===== config.mk =====
export PLATFORM = sky130hd
export DESIGN_NAME = np_iomem_arb_flat
export DESIGN_NICKNAME = d
export VERILOG_FILES = /design/src/rtl/np_bus_pkg.sv /design/src/rtl/np_iomem_arb_if.sv /design/src/rtl/np_iomem_arb_rr.sv /design/src/rtl/np_iomem_arb.sv /design/src/flat_wrapper.sv
export SDC_FILE = /design/constraint.sdc
export NUM_CORES = 1
export LEC_CHECK = 0
export BUFFER_PORTS_ARGS = -buffer_cell sky130_fd_sc_hd__buf_4
export CAP_MARGIN = 20
export CORE_UTILIZATION = 33
export CTS_BUF_LIST = sky130_fd_sc_hd__clkbuf_8 sky130_fd_sc_hd__clkbuf_16
export DETAILED_ROUTE_END_ITERATION = 8
export GPL_ROUTABILITY_DRIVEN = 1
export PLACE_DENSITY = 0.65
export SYNTH_ARGS = -nofsm -noshare
export SYNTH_HDL_FRONTEND = slang
export SYNTH_SLANG_ARGS = --single-unit

===== constraint.sdc =====
create_clock -name core_clock -period 2.8 [get_ports core_clock]
set_input_delay 0 -clock core_clock [delete_from_list [all_inputs] [get_ports core_clock]]
set_output_delay 0 -clock core_clock [all_outputs]
set_load 0.02 [all_outputs]

===== src/rtl/np_bus_pkg.sv =====
// Shared picosoc iomem bus constants and the arbiter FSM state encoding.
// The peripheral address decoder reuses the bus widths defined here.
package np_bus_pkg;

    localparam int NP_IOMEM_AW = 32;
    localparam int NP_IOMEM_DW = 32;
    localparam int NP_IOMEM_SW = 4;

    localparam logic [NP_IOMEM_DW-1:0] NP_IOMEM_ERR_RDATA = 32'hDEAD_BEEF;

    typedef enum logic [1:0] {
        ST_IDLE = 2'd0,
        ST_REQ  = 2'd1,
        ST_RESP = 2'd2,
        ST_GAP  = 2'd3
    } np_arb_state_e;

endpackage


===== src/rtl/np_iomem_arb_if.sv =====
// One picosoc iomem port: request fields, completion pulse and read data.
// The master modport is the requesting side and the slave modport is the responding side.
interface np_iomem_arb_if;

    logic                               valid;
    logic                               ready;
    logic [np_bus_pkg::NP_IOMEM_SW-1:0] wstrb;
    logic [np_bus_pkg::NP_IOMEM_AW-1:0] addr;
    logic [np_bus_pkg::NP_IOMEM_DW-1:0] wdata;
    logic [np_bus_pkg::NP_IOMEM_DW-1:0] rdata;

    modport master (
        output valid, wstrb, addr, wdata,
        input  ready, rdata
    );

    modport slave (
        input  valid, wstrb, addr, wdata,
        output ready, rdata
    );

endinterface


===== src/rtl/np_iomem_arb_rr.sv =====
// Two-way round-robin grant selection.
// last_grant_reg remembers the master served most recently.
module np_rr_arb2 (
    input  logic       core_clock,
    input  logic       RST,
    input  logic [1:0] req,
    input  logic       update,
    input  logic       served,
    output logic       gnt_valid,
    output logic       gnt_id
);

    logic last_grant_reg;

    // Reset value 1 makes master 0 the first winner under contention.
    always_ff @(posedge core_clock) begin
        if (!RST) begin
            last_grant_reg <= 1'b1;
        end else if (update) begin
            last_grant_reg <= served;
        end
    end

    assign gnt_valid = |req;
    assign gnt_id    = (req == 2'b11) ? ~last_grant_reg : req[1];

endmodule


===== src/rtl/np_iomem_arb.sv =====
// Two-master iomem arbiter with round-robin grant and a per-transaction timeout.
// All outputs are registered; a transaction is IDLE -> REQ -> RESP -> GAP.
module np_iomem_arb
    import np_bus_pkg::*;
#(
    parameter int                      TIMEOUT_CYCLES = 255,
    parameter logic [NP_IOMEM_DW-1:0]  ERR_RDATA      = NP_IOMEM_ERR_RDATA
) (
    input  logic            core_clock,
    input  logic            RST,
    np_iomem_arb_if.slave   m0,
    np_iomem_arb_if.slave   m1,
    np_iomem_arb_if.master  s,
    output logic            timeout_irq,
    input  logic            timeout_clr,
    output logic            timeout_src
);

    localparam int            CW        = $clog2(TIMEOUT_CYCLES + 1);
    localparam logic [CW-1:0] CNT_LIMIT = CW'(TIMEOUT_CYCLES - 1);

    np_arb_state_e state_reg, state_next;

    logic                   grant_id_reg;
    logic [CW-1:0]          cnt_reg;
    logic                   s_valid_reg;
    logic [NP_IOMEM_AW-1:0] s_addr_reg;
    logic [NP_IOMEM_DW-1:0] s_wdata_reg;
    logic [NP_IOMEM_SW-1:0] s_wstrb_reg;
    logic                   timeout_irq_reg;
    logic                   timeout_src_reg;

    logic arb_valid;
    logic arb_id;
    logic do_grant;
    logic do_done;
    logic do_timeout;

    np_rr_arb2 u_rr (
        .core_clock (core_clock),
        .RST        (RST),
        .req        ({m1.valid, m0.valid}),
        .update     (state_reg == ST_RESP),
        .served     (grant_id_reg),
        .gnt_valid  (arb_valid),
        .gnt_id     (arb_id)
    );

    always_ff @(posedge core_clock) begin
        if (!RST) begin
            state_reg <= ST_IDLE;
        end else begin
            state_reg <= state_next;
        end
    end

    always_comb begin
        state_next = state_reg;
        do_grant   = 1'b0;
        do_done    = 1'b0;
        do_timeout = 1'b0;
        case (state_reg)
            ST_IDLE: begin
                if (arb_valid) begin
                    do_grant   = 1'b1;
                    state_next = ST_REQ;
                end
            end
            ST_REQ: begin
                // A completion in the limit cycle still counts as a real response.
                if (s.ready) begin
                    do_done    = 1'b1;
                    state_next = ST_RESP;
                end else if (cnt_reg == CNT_LIMIT) begin
                    do_done    = 1'b1;
                    do_timeout = 1'b1;
                    state_next = ST_RESP;
                end
            end
            ST_RESP: state_next = ST_GAP;
            ST_GAP:  state_next = ST_IDLE;
            default: state_next = ST_IDLE;
        endcase
    end

    always_ff @(posedge core_clock) begin
        if (!RST) begin
            grant_id_reg <= 1'b0;
            cnt_reg      <= '0;
            s_valid_reg  <= 1'b0;
            s_addr_reg   <= '0;
            s_wdata_reg  <= '0;
            s_wstrb_reg  <= '0;
        end else if (do_grant) begin
            grant_id_reg <= arb_id;
            cnt_reg      <= '0;
            s_valid_reg  <= 1'b1;
            s_addr_reg   <= arb_id ? m1.addr  : m0.addr;
            s_wdata_reg  <= arb_id ? m1.wdata : m0.wdata;
            s_wstrb_reg  <= arb_id ? m1.wstrb : m0.wstrb;
        end else if (do_done) begin
            s_valid_reg  <= 1'b0;
        end else if (state_reg == ST_REQ) begin
            cnt_reg      <= cnt_reg + 1'b1;
        end
    end

    // A new timeout takes priority over a simultaneous clear.
    always_ff @(posedge core_clock) begin
        if (!RST) begin
            timeout_irq_reg <= 1'b0;
            timeout_src_reg <= 1'b0;
        end else if (do_timeout) begin
            timeout_irq_reg <= 1'b1;
            timeout_src_reg <= grant_id_reg;
        end else if (timeout_clr) begin
            timeout_irq_reg <= 1'b0;
        end
    end

    // Per-master response registers; the non-granted master always sees zeros.
    for (genvar gi = 0; gi < 2; gi++) begin : g_m
        logic                   ready_reg;
        logic [NP_IOMEM_DW-1:0] rdata_reg;

        always_ff @(posedge core_clock) begin
            if (!RST) begin
                ready_reg <= 1'b0;
                rdata_reg <= '0;
            end else if (do_done && (grant_id_reg == 1'(gi))) begin
                ready_reg <= 1'b1;
                rdata_reg <= do_timeout ? ERR_RDATA : s.rdata;
            end else begin
                ready_reg <= 1'b0;
                rdata_reg <= '0;
            end
        end
    end

    assign m0.ready = g_m[0].ready_reg;
    assign m0.rdata = g_m[0].rdata_reg;
    assign m1.ready = g_m[1].ready_reg;
    assign m1.rdata = g_m[1].rdata_reg;

    assign s.valid  = s_valid_reg;
    assign s.addr   = s_addr_reg;
    assign s.wdata  = s_wdata_reg;
    assign s.wstrb  = s_wstrb_reg;

    assign timeout_irq = timeout_irq_reg;
    assign timeout_src = timeout_src_reg;

endmodule


===== src/flat_wrapper.sv =====
// flat-port wrapper written by rule: the top's interface ports become plain ports
module np_iomem_arb_flat import np_bus_pkg::*;
#(
    parameter int                      TIMEOUT_CYCLES = 255,
    parameter logic [NP_IOMEM_DW-1:0]  ERR_RDATA      = NP_IOMEM_ERR_RDATA
)
  (core_clock, RST, timeout_irq, timeout_clr, timeout_src, m0_valid, m0_wstrb, m0_addr, m0_wdata, m0_ready, m0_rdata, m1_valid, m1_wstrb, m1_addr, m1_wdata, m1_ready, m1_rdata, s_valid, s_wstrb, s_addr, s_wdata, s_ready, s_rdata);
  np_iomem_arb_if m0_i ();
  np_iomem_arb_if m1_i ();
  np_iomem_arb_if s_i ();
  input  logic core_clock;
  input  logic RST;
  output logic timeout_irq;
  input  logic timeout_clr;
  output logic timeout_src;
  input wire logic [$bits(m0_i.valid)-1:0] m0_valid;
  input wire logic [$bits(m0_i.wstrb)-1:0] m0_wstrb;
  input wire logic [$bits(m0_i.addr)-1:0] m0_addr;
  input wire logic [$bits(m0_i.wdata)-1:0] m0_wdata;
  output wire logic [$bits(m0_i.ready)-1:0] m0_ready;
  output wire logic [$bits(m0_i.rdata)-1:0] m0_rdata;
  input wire logic [$bits(m1_i.valid)-1:0] m1_valid;
  input wire logic [$bits(m1_i.wstrb)-1:0] m1_wstrb;
  input wire logic [$bits(m1_i.addr)-1:0] m1_addr;
  input wire logic [$bits(m1_i.wdata)-1:0] m1_wdata;
  output wire logic [$bits(m1_i.ready)-1:0] m1_ready;
  output wire logic [$bits(m1_i.rdata)-1:0] m1_rdata;
  output wire logic [$bits(s_i.valid)-1:0] s_valid;
  output wire logic [$bits(s_i.wstrb)-1:0] s_wstrb;
  output wire logic [$bits(s_i.addr)-1:0] s_addr;
  output wire logic [$bits(s_i.wdata)-1:0] s_wdata;
  input wire logic [$bits(s_i.ready)-1:0] s_ready;
  input wire logic [$bits(s_i.rdata)-1:0] s_rdata;
  assign m0_i.valid = m0_valid;
  assign m0_i.wstrb = m0_wstrb;
  assign m0_i.addr = m0_addr;
  assign m0_i.wdata = m0_wdata;
  assign m0_ready = m0_i.ready;
  assign m0_rdata = m0_i.rdata;
  assign m1_i.valid = m1_valid;
  assign m1_i.wstrb = m1_wstrb;
  assign m1_i.addr = m1_addr;
  assign m1_i.wdata = m1_wdata;
  assign m1_ready = m1_i.ready;
  assign m1_rdata = m1_i.rdata;
  assign s_valid = s_i.valid;
  assign s_wstrb = s_i.wstrb;
  assign s_addr = s_i.addr;
  assign s_wdata = s_i.wdata;
  assign s_i.ready = s_ready;
  assign s_i.rdata = s_rdata;
  np_iomem_arb #(.TIMEOUT_CYCLES(TIMEOUT_CYCLES), .ERR_RDATA(ERR_RDATA)) u_core (.core_clock(core_clock), .RST(RST), .m0(m0_i), .m1(m1_i), .s(s_i), .timeout_irq(timeout_irq), .timeout_clr(timeout_clr), .timeout_src(timeout_src));
endmodule

; After elaboration in Yosys (flattened, before gate mapping)
; Index checks and enable logic that the tools add are counted.
[op_classes]
n_lt_le_gt_ge = 0
reduce_logical = 11
shifts = 0
div = 0
bitwise_logic = 4
n_mux = 22
eq_ne = 7
addsub = 1
multipliers = 0
[ops]
columns = op, count
row1 = $mux 32, 3
row2 = $mux 1, 14
row3 = $add 8x1->8 const B, 1
row4 = $eq 8x8->1 const B, 1
row5 = $pmux 2 s4, 1
row6 = $reduce_and 2->1, 4
row7 = $eq 2x2->1 const B, 3
row8 = $mux 2, 3
row9 = $mux 4, 1
row10 = $not 1->1, 4
row11 = $reduce_bool 2->1, 2
row12 = $reduce_or 2->1, 2
row13 = $ne 3x2->1 const B, 1
row14 = $eq 2x1->1 const B, 1
row15 = $logic_and 1x1->1, 2
row16 = $logic_not 2->1, 1
row17 = $ne 2x1->1 const B, 1
[totals]
romBits = 0
output_inout_bits = 137
inputBits = 174
n_memories = 0
latch_bits = 0
ramBits = 0
ff_bits = 149
wordCells = 59

; Longest topological paths before layout
; Gate-level depths: netlist of run 1.
[logic_depth]
word_depth = 6
mapped_depth = 7
ltp_nobuf = 6

; Modules after synthesis
; Synthesis of run 1 repeated with hierarchy kept, for this count alone.
[unflattened]
hier_cells = 569
hier_area_um2 = 5761.8
[modules_own_cells]
columns = mod, instances, cells_per_inst, area_each_um2
row1 = np_iomem_arb, 1, 564, 5714.2
row2 = np_rr_arb2, 1, 5, 47.5

; Least setup slack after synthesis of run 1
; No wires, ideal clock.
[synth_timing]
path_kind = register to register
startpoint = register u_core.cnt_reg[0]
endpoint = register u_core.g_m[1].rdata_reg[17], in the netlist u_core.m1.rdata[17]
path_slack_ps = 1235
setup_ps = 115
path_stages_with_launch = 8
synth_period_minus_slack_ps = 1565
n_path_buf = 1
t_arrival_ps = 1449
path_cell_list = dfxtp_1 > inv_1 > ha_1 > and3_1 > a21oi_4 > nor2_2 > buf_2 > and3_1
[synth_via]
elab_chain_cells = 6
word_cells_on_any_way = 9
classes_between = eq/ne (1) / mux (6) / reduce/logical (2)
[synth_rtl]
columns = element, line_no
row1 = "start, declared", np_iomem_arb.sv:25  ; logic [CW-1:0] cnt_reg;
row2 = "start signal, assigned", np_iomem_arb.sv:104  ; cnt_reg <= cnt_reg + 1'b1;
row3 = $eq 8x8->1 (*), np_iomem_arb.sv:74  ; end else if (cnt_reg == CNT_LIMIT) begin
row4 = $mux 1 (*), np_iomem_arb.sv:74
row5 = $mux 1, np_iomem_arb.sv:71  ; if (s.ready) begin
row6 = $mux 1, np_iomem_arb.sv:62  ; case (state_reg)
row7 = $logic_and 1x1->1, np_iomem_arb.sv:130  ; end else if (do_done && (grant_id_reg == 1'(gi))) begin
row8 = $reduce_and 2->1 (no line), -
row9 = "end signal, assigned", np_iomem_arb.sv:132  ; rdata_reg <= do_timeout ? ERR_RDATA : s.rdata;
row10 = "end, declared", np_iomem_arb.sv:124  ; logic [NP_IOMEM_DW-1:0] rdata_reg;
; Mark *: on every way between the ends. The rest lies on a longest branch, timed or not.
; A chain may end at the register's enable or synchronous reset.

; Final worst setup path of run 1
[layout_timing]
startpoint = register u_core.u_rr.last_grant_reg
endpoint = register u_core.s_wdata_reg[0], in the netlist u_core.s.wdata[0]
[layout_via]
elab_chain_cells = 3
[layout_rtl]
columns = element, line_no
row1 = "start, declared", np_iomem_arb_rr.sv:13  ; logic last_grant_reg;
row2 = "start signal, assigned", np_iomem_arb_rr.sv:20  ; last_grant_reg <= served;
row3 = $not 1->1, np_iomem_arb_rr.sv:25  ; assign gnt_id = (req == 2'b11) ? ~last_grant_reg : req[1];
row4 = $mux 1, np_iomem_arb_rr.sv:25
row5 = $mux 32, np_iomem_arb.sv:99  ; s_wdata_reg <= arb_id ? m1.wdata : m0.wdata;
row6 = "end signal, assigned", np_iomem_arb.sv:99
row7 = "end, declared", np_iomem_arb.sv:28  ; logic [NP_IOMEM_DW-1:0] s_wdata_reg;
; Every way passes these cells.

==> impl_results.md, run 1 <==
- Finished Cell Area: 10,400 sq um
- Outcome: finished clean
- Minimum setup slack among reg-to-reg paths: 0.45 ns
- Share of layout cells above drive strength 1: 35.4%
- Overall power: 0.00814 W
- Hold Vio Cnt, Final: 0
- Number of antenna violations at the first check in global routing: 0
- Y dimension of the die: 131 um
- TritonCTS Buffers: 17
- Placeable core area: 16,100 sq um
- Detailed-route wire length on metal 1: 7530 um
- Multiplexer share of the synthesized area: 12.5%
- Post-synthesis register bit count: 149
- Post-synthesis async set-or-reset flop share: 0%
- Filler cells: 1,238
- Level count of the clock H-tree: 4
- Post-detailed-route count of antenna-violating nets: 0
- DR WL met3: 1230 um
- Sequential fraction of the synthesis area: 54.0%
- Number of gates resized after CTS: 0
- Vias in the first global route: 6,038
- Largest family of logic cells by synthesized area: compound AO/OA/AOI/OAI gates
- Netlist Area Pre-Place: 5520 sq um
- Area enclosed by the die boundary: 17,300 sq um
- Initial core utilization: 34.3%
- Buffer and inverter count on the worst path: 2
- Start-to-end type of the worst setup path: flip-flop to flip-flop
- Largest delay contributor family on the critical path: buffers and inverters
- Fin worst setup slack: 0.453 ns
- F_max: 426 MHz
- Placed instance area: 8090 sq um
- Mean Syn Cell Area: 10.2 sq um
- Buffers added on ports: 310
- Post-detailed-placement half-perimeter wirelength: 12,000 um
- Routability congestion estimate from global placement: 0.759
- Largest net degree at the start of global routing: 73
- Vias per cell: 4.75
- Area share of xor/xnor cells in the synthesized design: 0.476%
- Detailed Routing Iterations Pass 1: 5
- Worst slew margin: 54.8%
- Clock root buffer: sky130_fd_sc_hd__clkbuf_16
- Type of the tightest min-delay check: input port to flip-flop
- TritonCTS clock tree: yes
- Synth area leaders: sky130_fd_sc_hd__dfxtp_1 54%, sky130_fd_sc_hd__mux2i_1 13%, sky130_fd_sc_hd__o21ai_0 6.9%, sky130_fd_sc_hd__a21oi_1 6.8%, sky130_fd_sc_hd__o21a_1 6.5%
- Endpoint required time on the critical path: 3.11 ns
- Clock latency of the later-clocked register in the worst-skew pair: 0.42 ns
- Worst Path Max Fanout: 33
- Complex-gate fraction of the synthesized area: 21.7%
- Top_reg_cell synth: sky130_fd_sc_hd__dfxtp_1
- Routed met2 length: 9550 um
- Clock skew after layout: 0.00794 ns
- Footprint of the multi-input gates: 2320 sq um
- Die X-Extent: 131 um
- Top layer reached by signal wires: met4
- Post-synth top area cell: sky130_fd_sc_hd__dfxtp_1
- Chain of cells forming the critical path: a21boi_4 > buf_12 > mux2i_1 > dlygate4sd3_1 > a21oi_1
- Wire length of the first global-routing pass: 30,800 um
- Post-synth EDFFs: 0
- Site Rows: 46
- Standard cell with the maximum stage delay on the critical path: sky130_fd_sc_hd__dlygate4sd3_1
- Clock tree sinks: 149
- Max-cap violations: 0
- Crit end category: flip-flop
- IO Count: 311
- Overall via count from detail_route: 5,890
- Final layout net count: 1,192
- Layout Area Growth over Synthesis: 89.0%
- Post-synth net total: 719
- Critical Path Source Type: flip-flop
- Sum of routed wire length over all layers: 19,200 um
- RSZ-0062 raised after global routing: no
- Leakage: 4.74 nW
- Count of synthesis-stage warnings from yosys: 0
- Tightest Pin Transition: 0.677 ns
- Fraction of the cycle the final worst path needs: 83.8%
- Power per cell area: 779 nW/um^2
- Synth cell types: 35
- Pre-CTS setup slack: 0.957 ns
- Setup TNS Final: 0 ns
- N_diodes: 0
- Area fraction in and, or, nand and nor cells after synthesis: 5.62%
- Crit path time final: 2.35 ns
- Area share of fa/ha/maj cells after synthesis: 1.36%
- Routed length per instance: 15.4 um
- Clock-pin slew reported for the worst setup and hold paths after clock tree synthesis: 0.06 ns
- Data arrival time of the critical path: 2.66 ns
- Synth Instances: 539
- Setup violators final: 0
- Yosys top cell area share: 54.0%
- Final Slew Violations: 0
- Global-route congestion overflow total: 0
- CTS max path bufs: 2
- Global routing usage summed across all routing layers: 22.7%
- DRC viols: 0
- Area used by sequential logic in the layout: 2980 sq um
- Worst IR Drop VDD: 434 uV
- Largest stage delay, worst path: 0.61 ns
- DRC violation total after the first TritonRoute iteration: 212
-- synth_stat cells (3+ instances only) --
cell and n:
sky130_fd_sc_hd__a211oi_1 3, sky130_fd_sc_hd__a21oi_1 75, sky130_fd_sc_hd__buf_6 3, sky130_fd_sc_hd__nor2_1 8, sky130_fd_sc_hd__o21ai_0 76, sky130_fd_sc_hd__dfxtp_1 149
sky130_fd_sc_hd__buf_4 3, sky130_fd_sc_hd__mux2i_1 69, sky130_fd_sc_hd__clkbuf_1 26, sky130_fd_sc_hd__and3_1 17, sky130_fd_sc_hd__ha_1 6, sky130_fd_sc_hd__o21a_1 48
sky130_fd_sc_hd__xnor2_1 3, sky130_fd_sc_hd__inv_1 7, sky130_fd_sc_hd__buf_2 12, sky130_fd_sc_hd__nand2_1 5, sky130_fd_sc_hd__nand3_1 6, sky130_fd_sc_hd__nor2b_1 3
-- layout make-up --
| type | count | area share, % |
|---|---|---|
| multi-input combinational | 339 | 22.3 |
| timing repair buffer | 498 | 40.4 |
| sequential | 149 | 28.6 |
| inverter | 7 | 0.252 |
| tap | 216 | 2.59 |
| clock buffer | 18 | 4.21 |
| clock inverter | 14 | 1.68 |
-- cell usage in the layout (no fill, tap or decap), drive strengths merged --
cell type / count
o21ai: 76
nand2: 5
nor2: 9
xnor2: 3
a31oi: 2
nand3: 6
o211ai: 1
dfxtp: 149
nand4b: 1
a22oi: 1
nand4: 1
a21boi: 1
o21a: 48
inv: 10
clkbuf: 18
and3b: 1
or3: 2
buf: 325
dlygate4sd3: 173
nand2b: 2
and4: 1
ha: 6
nor2b: 3
mux2i: 69
a211oi: 3
nor4: 1
and2: 1
and3: 17
a21oi: 76
clkinv: 8
bufinv: 3
nor3: 2
o31ai: 1
-- path summary, 6_finish.rpt --
path	startpoint	endpoint	cells after the start
setup / recovery	u_core.u_rr.last_grant_reg	u_core.s.wdata[0]	5
hold reg to reg	u_core.timeout_irq	u_core.timeout_irq	2
setup reg to reg	u_core.u_rr.last_grant_reg	u_core.s.wdata[0]	5
hold / removal	m0_valid	u_core.state_reg[1]	5
-- what timing repair did --
action / in CTS / in global routing
hold buffers: 173 / 0
setup endpoints to repair: 0 / 0
setup buffers: 0 / 0
endpoints found under the hold margin: 137 / 0
-- tightest hold or removal path: cells and delay by family --
kind / cells / cell delay [ns]
and+or+nand+nor: 3 / 0.26
AOI/OAI and AO/OA: 1 / 0.12
buffers and inverters: 1 / 0.10
-- report_power, final --
part | internal, W | switching (W) | total [W]
Combinational | 0.00138 | 0.00162 | 0.00300
Sequential | 0.00256 | 0.000229 | 0.00279
Clock | 0.00143 | 0.000910 | 0.00234
-- cell families (layout without fill, tap and decap cells) --
family          after synthesis  in the layout
compound gates              209            209
flops                       149            149
mux                          69             69
simple gates                 52             52
buf+inv                      51            537
fa+ha+maj                     6              6
xor+xnor                      3              3
-- stage by stage --
step                      std cells  hold slack (ns)  util [%]
after floorplan                 539            0.124         -
after detailed placement       1036            0.222      50.2
after global routing           1241            0.138      64.8
final                          1241            0.106      64.8
after CTS                      1241           0.0832      64.8
after global placement         1036            0.220      50.2
-- routing by layer --
metal,vias to the layer above,track usage (%)
met3,58,6.25
met2,279,40.2
met5,-,0
met1,2673,24.4
li1,2880,-
met4,0,12.7
(Power assumes the default switching activity.)
==> run 2, diff against run 1 <==
--- a/config.mk
+++ b/config.mk
@@ -5,13 +5,14 @@
 export SDC_FILE = /design/constraint.sdc
 export NUM_CORES = 1
 export LEC_CHECK = 0
+export ABC_AREA = 1
 export BUFFER_PORTS_ARGS = -buffer_cell sky130_fd_sc_hd__buf_4
 export CAP_MARGIN = 20
 export CORE_UTILIZATION = 33
 export CTS_BUF_LIST = sky130_fd_sc_hd__clkbuf_8 sky130_fd_sc_hd__clkbuf_16
 export DETAILED_ROUTE_END_ITERATION = 8
 export GPL_ROUTABILITY_DRIVEN = 1
-export PLACE_DENSITY = 0.65
+export PLACE_DENSITY = 0.64
 export SYNTH_ARGS = -nofsm -noshare
 export SYNTH_HDL_FRONTEND = slang
 export SYNTH_SLANG_ARGS = --single-unit
==> constraint.sdc (replaced) <==
create_clock -name core_clock -period 2.39 [get_ports core_clock]
set_input_delay 0 -clock core_clock [delete_from_list [all_inputs] [get_ports core_clock]]
set_output_delay 0 -clock core_clock [all_outputs]
set_load 0.02 [all_outputs]
==> run 2 against run 1 <==
Effect of this change:
- clock power increased by 28%
- critical path depth grew 3
- sequential power is 13% higher
- die area up 3.8%
- core utilization is 1.5 points lower
- count of clock-buffer cells in the layout decreased by 1
- hold slack worse by 0.062 ns
- fmax up 6.2%
- synthesized area increased by 3.9%
- global-route usage shrank 0.19 points
- critical endpoint is now u_core.s.addr[15]
- highest routed layer unchanged
==> impl_results.md, run 2 <==
- Tightest Pin Transition: 0.790 ns (+0.113 ns)
- N_diodes: 0 (unchanged)
- Routed length per instance: 14.4 um (-7.0%)
- Post-synthesis async set-or-reset flop share: 0% (unchanged)
- CTS max path bufs: 2 (unchanged)
- Startpoint of the lowest-slack hold path: m1_valid
- Global-route congestion overflow total: 0 (unchanged)
- Synth cell types: 25 (-29%)
- Vias in the first global route: 6,491 (+7.5%)
- Post-synth net total: 902 (+25%)
- Mean Syn Cell Area: 7.95 sq um (-22%)
- Netlist Area Pre-Place: 5740 sq um (+3.9%)
- Start-to-end type of the worst setup path: flip-flop to flip-flop
- Setup violators final: 0 (unchanged)
- RSZ-0062 raised after global routing: no
- Worst hold margin: 0.0439 ns (-0.0617 ns)
- Sum of routed wire length over all layers: 20,400 um (+6.6%)
- DRC viols: 0 (unchanged)
- Standard cell with the maximum stage delay on the critical path: sky130_fd_sc_hd__dlygate4sd3_1
- Synth Instances: 722 (+34%)
- Fraction of the cycle the final worst path needs: 92.4% (+8.6 points)
- Post-synth EDFFs: 0 (unchanged)
- Data arrival time of the critical path: 2.56 ns (-0.10 ns)
- Power per cell area: 904 nW/um^2 (+16%)
- Area enclosed by the die boundary: 17,900 sq um (+3.8%)
- FF-to-FF End: u_core.s.addr[15]
- Worst IR Drop VDD: 671 uV (+55%)
- Crit path time final: 2.21 ns (-0.137 ns)
- Count of cells along the worst register-to-register path: 8 (+3)
- Routability congestion estimate from global placement: 0.810 (+6.8%)
- Buffers added on ports: 310 (unchanged)
- Critical Path Source Type: flip-flop
- Chain of cells forming the critical path: inv_1 > ha_1 > o21ai_1 > inv_2 > clkbuf_8 > o211ai_1 > o21ai_0 > dlygate4sd3_1
- Clock skew after layout: 0.0136 ns (+0.00570 ns)
- Highest-utilization routing layer at the global route stage: met2
- Post-synth top area cell: sky130_fd_sc_hd__dfxtp_1
- Highest-count cells in the layout ignoring fill and taps: 315 x sky130_fd_sc_hd__buf_4, 173 x sky130_fd_sc_hd__dlygate4sd3_1, 149 x sky130_fd_sc_hd__dfxtp_1, 148 x sky130_fd_sc_hd__nor2_1, 130 x sky130_fd_sc_hd__nand2_1
- Count leader, synth: sky130_fd_sc_hd__dfxtp_1
- TritonCTS clock tree: yes
- Crit end category: flip-flop
- Number of antenna violations at the first check in global routing: 0 (unchanged)
- Post-detailed-placement half-perimeter wirelength: 12,900 um (+7.3%)
- Share of layout cells above drive strength 1: 30.8% (-4.6 points)
- Worst slew margin: 47.3% (-7.4 points)
- Clock-pin slew reported for the worst setup and hold paths after clock tree synthesis: 0.07 ns (about the same)
- IO Count: 311 (unchanged)
- Post-detailed-route count of antenna-violating nets: 0 (unchanged)
- Finished Cell Area: 10,600 sq um (+1.6%)
- Top cells by instance count after synthesis: 149 x sky130_fd_sc_hd__dfxtp_1, 148 x sky130_fd_sc_hd__nor2_1, 131 x sky130_fd_sc_hd__nand2_1
- Most common cell after layout, fill and taps aside: sky130_fd_sc_hd__buf_4
- Largest net degree at the start of global routing: 69 (-5.5%)
- Final layout net count: 1,369 (+15%)
- Post-synthesis register bit count: 149 (unchanged)
- Top_reg_cell synth: sky130_fd_sc_hd__dfxtp_1
- Max-cap violations: 0 (unchanged)
- Hold Vio Cnt, Final: 0 (unchanged)
- Number of standard cells in the final layout excluding fillers: 1,422 (+15%)
- Placeable core area: 16,800 sq um (+4.0%)
- Global routing usage summed across all routing layers: 22.5% (-0.19 points)
- Post-CTS Repair Setup Buffers: 0 (unchanged)
- F_max: 453 MHz (+6.2%)
- Site Rows: 47 (+2.2%)
- Final Slew Violations: 0 (unchanged)
- TritonCTS Buffers: 17 (unchanged)
- Yosys top cell area share: 52.0% (-2.0 points)
- Sequential fraction of the synthesis area: 52.0% (-2.0 points)
- Placed instance area: 8200 sq um (+1.3%)
- Clock root buffer: sky130_fd_sc_hd__clkbuf_16
- Largest stage delay, worst path: 0.59 ns (-0.02 ns)
- Detailed Routing Iterations Pass 1: 4 (-1)
- Count of synthesis-stage warnings from yosys: 0 (unchanged)
- Minimum setup slack among reg-to-reg paths: 0.18 ns (-0.27 ns)
- Leakage: 5.15 nW (+8.6%)
- Overall power: 0.00959 W (+18%)
- Endpoint required time on the critical path: 2.74 ns (-0.37 ns)
- GR Layer Usage met2: 40.0% (-0.12 points)
- Sink of the worst hold path: u_core.state_reg[0]
- M3 GR Usage: 6.80% (+0.55 points)
- Startpoint of the most critical register-to-register path: u_core.state_reg[0]
- Type of the tightest min-delay check: input port to flip-flop
- Layout Area Growth over Synthesis: 84.8%
- Hold Path Cell Cnt: 5 (unchanged)
- Outcome: finished clean
- Wire length of the first global-routing pass: 31,800 um (+3.1%)
- DRC violation total after the first TritonRoute iteration: 234 (+10%)
- Initial core utilization: 34.2% (about the same)
- Overall via count from detail_route: 6,494 (+10%)
- Worst Path Max Fanout: 41 (+24%)
- Die X-Extent: 134 um (+1.9%)
- Y dimension of the die: 134 um (+1.9%)
- Clock tree sinks: 149 (unchanged)
- Level count of the clock H-tree: 4 (unchanged)
- Met1 Usage GRT: 24.2% (-0.17 points)
- Synth area leaders: sky130_fd_sc_hd__dfxtp_1 52%, sky130_fd_sc_hd__nor2_1 9.7%, sky130_fd_sc_hd__o211ai_1 8.9%, sky130_fd_sc_hd__nand2_1 8.6%, sky130_fd_sc_hd__o21ai_0 5.8%
- Cell count after placement: 1,217 (+17%)
- Clock latency of the later-clocked register in the worst-skew pair: 0.42 ns (about the same)
- Setup TNS Final: 0 ns (unchanged)
- Vias per cell: 4.57 (-3.8%)
-- run 2: cell types whose count changed in the layout (fill, tap and decap cells not counted), sizes merged, moves of 6 or more --
cell	previous run	this run
inv	10	78
clkinv	8	2
and3	17	0
o21a	48	0
a21oi	76	9
nand2	5	135
buf	325	319
nor2	9	152
mux2i	69	0
o211ai	1	68
-- run 2: area by class of cell --
cell class / instances / area (sq um)
well taps: 220 / 275
multi-input cells: 458 / 2240
repair buffers: 493 / 4180
fillers: 1386 / 6160
clock inverters: 15 / 235
flip-flops and latches: 149 / 2980
inverters: 70 / 263
clock buffers: 17 / 425
-- run 2: what timing repair did --
| action | in CTS | in global routing |
|---|---|---|
| endpoints found under the setup margin | 0 | 39 |
| hold buffers | 173 | 0 |
| endpoints found under the hold margin | 136 | 0 |
| gates resized for setup | 0 | 3 |
-- run 2: logic make-up after synthesis --
| logic type | after synthesis | share of synthesized area [%] |
|---|---|---|
| fa+ha+maj | 6 | 1.31 |
| xor+xnor | 3 | 0.458 |
| flops | 149 | 52.0 |
| compound gates | 151 | 16.4 |
| simple gates | 298 | 20.8 |
| buf+inv | 115 | 9.09 |
-- run 2: per-layer routing --
layer	vias to the layer above	wire length, um
met4	0	727
met2	252	10000
met5	-	0
li1	3258	-
met1	2939	8090
met3	45	1590
-- run 2: power breakdown --
| group | switching, W | internal (W) |
|---|---|---|
| sequential | 0.000236 | 0.00293 |
| clock | 0.00120 | 0.00181 |
| combinational | 0.00179 | 0.00164 |
| total | 0.00322 | 0.00637 |
-- run 2: through the flow --
step	setup WS, ns	util, %
finish	0.181	63.3
floorplan	0.906	-
detailed placement	0.625	48.9
CTS	0.0647	63.2
global route	0.00637	63.3
global placement	0.591	48.9
-- run 2: worst max-delay path: cells and delay by family (launching register included) --
kind	cells	cell delay, ns
buffers and inverters	4	1.13
flip-flops	1	0.33
AO/OA/AOI/OAI	3	0.46
adder cells (fa/ha/maj)	1	0.21
-- run 2: worst max-delay path by stage --
stage,slack [ns],to,startpoint,cells after the start
2_1_floorplan,0.91,u_core.s.wdata[17],u_core.state_reg[0],8
3_3_place_gp,0.59,u_core.s.addr[14],u_core.state_reg[0],7
3_5_place_dp,0.62,u_core.s.addr[14],u_core.state_reg[0],7
4_1_cts,0.06,u_core.s.addr[14],u_core.state_reg[0],8
5_1_grt,0.006,u_core.s.addr[14],u_core.state_reg[0],8
6_report,0.18,u_core.s.addr[15],u_core.state_reg[0],8
==> run 3, diff against run 2 <==
--- a/config.mk
+++ b/config.mk
@@ -15,4 +15,5 @@
 export PLACE_DENSITY = 0.64
 export SYNTH_ARGS = -nofsm -noshare
 export SYNTH_HDL_FRONTEND = slang
+export SYNTH_HIERARCHICAL = 1
 export SYNTH_SLANG_ARGS = --single-unit
==> run 3 against run 2 <==
Effect of this change:
- hold slack better by 0.12 ns
- combinational power fell by 23%
- final cell count down 5.0%
- synthesized cell count decreased by 11%
- fmax grew 4.1%
- clock skew fell by 0.0064 ns
- synthesized area shrank 1.9%
- critical path depth down 1
- highest routed layer unchanged
==> impl_results.md, run 3 <==
- TritonCTS Buffers: 17 (unchanged)
- Crit end category: flip-flop
- Wire length of the first global-routing pass: 30,000 um (-5.7%)
- Routability congestion estimate from global placement: 0.766 (-5.4%)
- F_max: 471 MHz (+4.1%)
- Post-synth net total: 823 (-8.8%)
- Standard cell with the maximum stage delay on the critical path: sky130_fd_sc_hd__dlygate4sd3_1
- Endpoint required time on the critical path: 2.75 ns (about the same)
- Count of synthesis-stage warnings from yosys: 6 (+6)
- Largest stage delay, worst path: 0.54 ns (-0.05 ns)
- Fraction of the cycle the final worst path needs: 88.8% (-3.6 points)
- Post-synth top area cell: sky130_fd_sc_hd__dfxtp_1
- TritonCTS clock tree: yes
- Max-cap violations: 0 (unchanged)
- Vias in the first global route: 6,065 (-6.6%)
- Power per cell area: 797 nW/um^2 (-12%)
- Type of the tightest min-delay check: input port to flip-flop
- Worst hold margin: 0.163 ns (+0.119 ns)
- Detailed Routing Iterations Pass 1: 4 (unchanged)
- Final layout net count: 1,298 (-5.2%)
- Synth cell types: 26 (+4.0%)
- Worst Path Max Fanout: 18 (-56%)
- Layout Area Growth over Synthesis: 84.8% (about the same)
- Clock-pin slew reported for the worst setup and hold paths after clock tree synthesis: 0.06 ns (about the same)
- Clock skew after layout: 0.00729 ns (-0.00636 ns)
- Count leader, synth: sky130_fd_sc_hd__dfxtp_1
- DRC viols: 0 (unchanged)
- Netlist Area Pre-Place: 5630 sq um (-1.9%)
- Site Rows: 47 (unchanged)
- RSZ-0062 raised after global routing: no
- Data arrival time of the critical path: 2.49 ns (-0.07 ns)
- Clock tree sinks: 149 (unchanged)
- Chain of cells forming the critical path: inv_1 > ha_1 > inv_2 > nor2_4 > nand3_4 > a21oi_1 > dlygate4sd3_1
- N_diodes: 0 (unchanged)
- Number of antenna violations at the first check in global routing: 0 (unchanged)
- Routed length per instance: 13.8 um (-3.7%)
- Leakage: 5.08 nW (-1.3%)
- Synth Instances: 643 (-11%)
- IO Count: 311 (unchanged)
- Clock root buffer: sky130_fd_sc_hd__clkbuf_16
- Area enclosed by the die boundary: 17,600 sq um (-1.9%)
- Yosys top cell area share: 53.0% (+1.0 points)
- Share of layout cells above drive strength 1: 32.1% (+1.3 points)
- Die X-Extent: 133 um (-0.95%)
- Start-to-end type of the worst setup path: flip-flop to flip-flop
- Setup violators final: 0 (unchanged)
- Y dimension of the die: 133 um (-0.95%)
- Outcome: finished clean
- Setup TNS Final: 0 ns (unchanged)
- Most common cell after layout, fill and taps aside: sky130_fd_sc_hd__buf_4
- Worst IR Drop VDD: 460 uV (-32%)
- Post-detailed-placement half-perimeter wirelength: 11,600 um (-10%)
- Global-route congestion overflow total: 0 (unchanged)
- Sum of routed wire length over all layers: 18,700 um (-8.5%)
- Crit path time final: 2.12 ns (-0.0868 ns)
- Initial core utilization: 33.8% (-0.42 points)
- Mean Syn Cell Area: 8.75 sq um (+10%)
- Worst slew margin: 65.1% (+18 points)
- Critical Path Source Type: flip-flop
- Final Slew Violations: 0 (unchanged)
- Highest-count cells in the layout ignoring fill and taps: 313 x sky130_fd_sc_hd__buf_4, 172 x sky130_fd_sc_hd__dlygate4sd3_1, 149 x sky130_fd_sc_hd__dfxtp_1, 129 x sky130_fd_sc_hd__nand2_1, 80 x sky130_fd_sc_hd__nor2_1
- Sequential fraction of the synthesis area: 53.0% (+1.0 points)
- Global routing usage summed across all routing layers: 21.7% (-0.85 points)
- Post-synthesis register bit count: 149 (unchanged)
- Placeable core area: 16,600 sq um (-0.70%)
- Post-detailed-route count of antenna-violating nets: 0 (unchanged)
- Post-synth EDFFs: 0 (unchanged)
- CTS max path bufs: 2 (unchanged)
- Synth area leaders: sky130_fd_sc_hd__dfxtp_1 53%, sky130_fd_sc_hd__mux2i_1 12%, sky130_fd_sc_hd__nand2_1 8.7%, sky130_fd_sc_hd__o21ai_0 6.2%, sky130_fd_sc_hd__nor2_1 5.3%
- Largest net degree at the start of global routing: 69 (unchanged)
- Hold Vio Cnt, Final: 0 (unchanged)
- Buffers added on ports: 310 (unchanged)
- DRC violation total after the first TritonRoute iteration: 181 (-23%)
- Number of gates resized after CTS: 0 (unchanged)
- Tightest Pin Transition: 0.522 ns (-0.267 ns)
- Level count of the clock H-tree: 4 (unchanged)
- Top cells by instance count after synthesis: 149 x sky130_fd_sc_hd__dfxtp_1, 130 x sky130_fd_sc_hd__nand2_1, 80 x sky130_fd_sc_hd__nor2_1
- Overall via count from detail_route: 5,967 (-8.1%)
- Post-synthesis async set-or-reset flop share: 0% (unchanged)
- Vias per cell: 4.42 (-3.3%)
- Post-CTS Repair Setup Buffers: 0 (unchanged)
- Top_reg_cell synth: sky130_fd_sc_hd__dfxtp_1
- Clock latency of the later-clocked register in the worst-skew pair: 0.42 ns (about the same)
[run 3: cell count changes after synthesis, sizes merged, moves of 3 or more]
cell / change
clkbuf: -9
buf: -4
inv: +3
o21ai: -3
nand4: +5
o211ai: -68
nor2: -69
a21oi: -3
mux2i: +68
[run 3: final timing paths]
path	start	end	cells past startpoint	slack, ns
setup / recovery	u_core/state_reg[1]	u_core/timeout_irq	7	0.27
hold / removal	m1_valid	u_core/state_reg[0]	6	0.16
setup reg to reg	u_core/state_reg[1]	u_core/timeout_irq	7	0.27
hold reg to reg	u_core/s.addr[16]	u_core/s.addr[16]	2	0.46
[run 3: per-stage QoR]
stage               cells  power [W]  worst slack (ns)  util [%]  cell area [sq um]
CTS                  1350    0.00833             0.128      62.4              10400
floorplan             643    0.00437             0.925         -               5630
detailed placement   1146    0.00543             0.562      48.7               8100
global route         1351    0.00872             0.127      62.5              10400
global placement     1146    0.00541             0.603      48.7               8100
finish               1351    0.00829             0.267      62.5              10400
[run 3: cell type report]
type                    instances  area, sq um
flip-flops and latches        149         2980
clock buffers                  17          425
clock inverters                15          145
fillers                      1347         6240
repair buffers                487         4110
well taps                     220          275
inverters                      73          274
multi-input cells             390         2190
[run 3: critical path: cells and delay by family, from the launching register on]
family	cells	cell delay, ns
adder cells (fa/ha/maj)	1	0.33
flip-flops	1	0.32
AO/OA/AOI/OAI	1	0.19
AND/OR/NAND/NOR	2	0.50
buffers and inverters	3	0.71
[run 3: repair_timing]
| action | in CTS | in global routing |
|---|---|---|
| hold buffers | 172 | 0 |
| endpoints found under the setup margin | 0 | 1 |
| endpoints found under the hold margin | 141 | 0 |
[run 3: kinds of logic after synthesis]
kind of cell             share of synthesized area (%)
AND/OR/NAND/NOR                                   17.7
AO/OA/AOI/OAI                                     7.00
multiplexers                                      12.1
buffers and inverters                             8.54
flip-flops                                        53.0
XOR/XNOR                                         0.311
adder cells (fa/ha/maj)                           1.33
[run 3: where the power goes]
group	internal [W]	switching (W)	leakage, nW
registers	0.00289	0.000207	1.21
logic	0.00124	0.00140	3.60
clock network	0.00146	0.00111	0.270
total	0.00558	0.00272	5.08
[run 3: layer usage]
layer  track usage [%]  share of wire, %  vias up
met5                 0                 0        -
met4              9.71               3.0        0
met3              5.90               7.0       41
met2              38.8                50      259
met1              23.9                40     2689
li1                  -                 -     2978
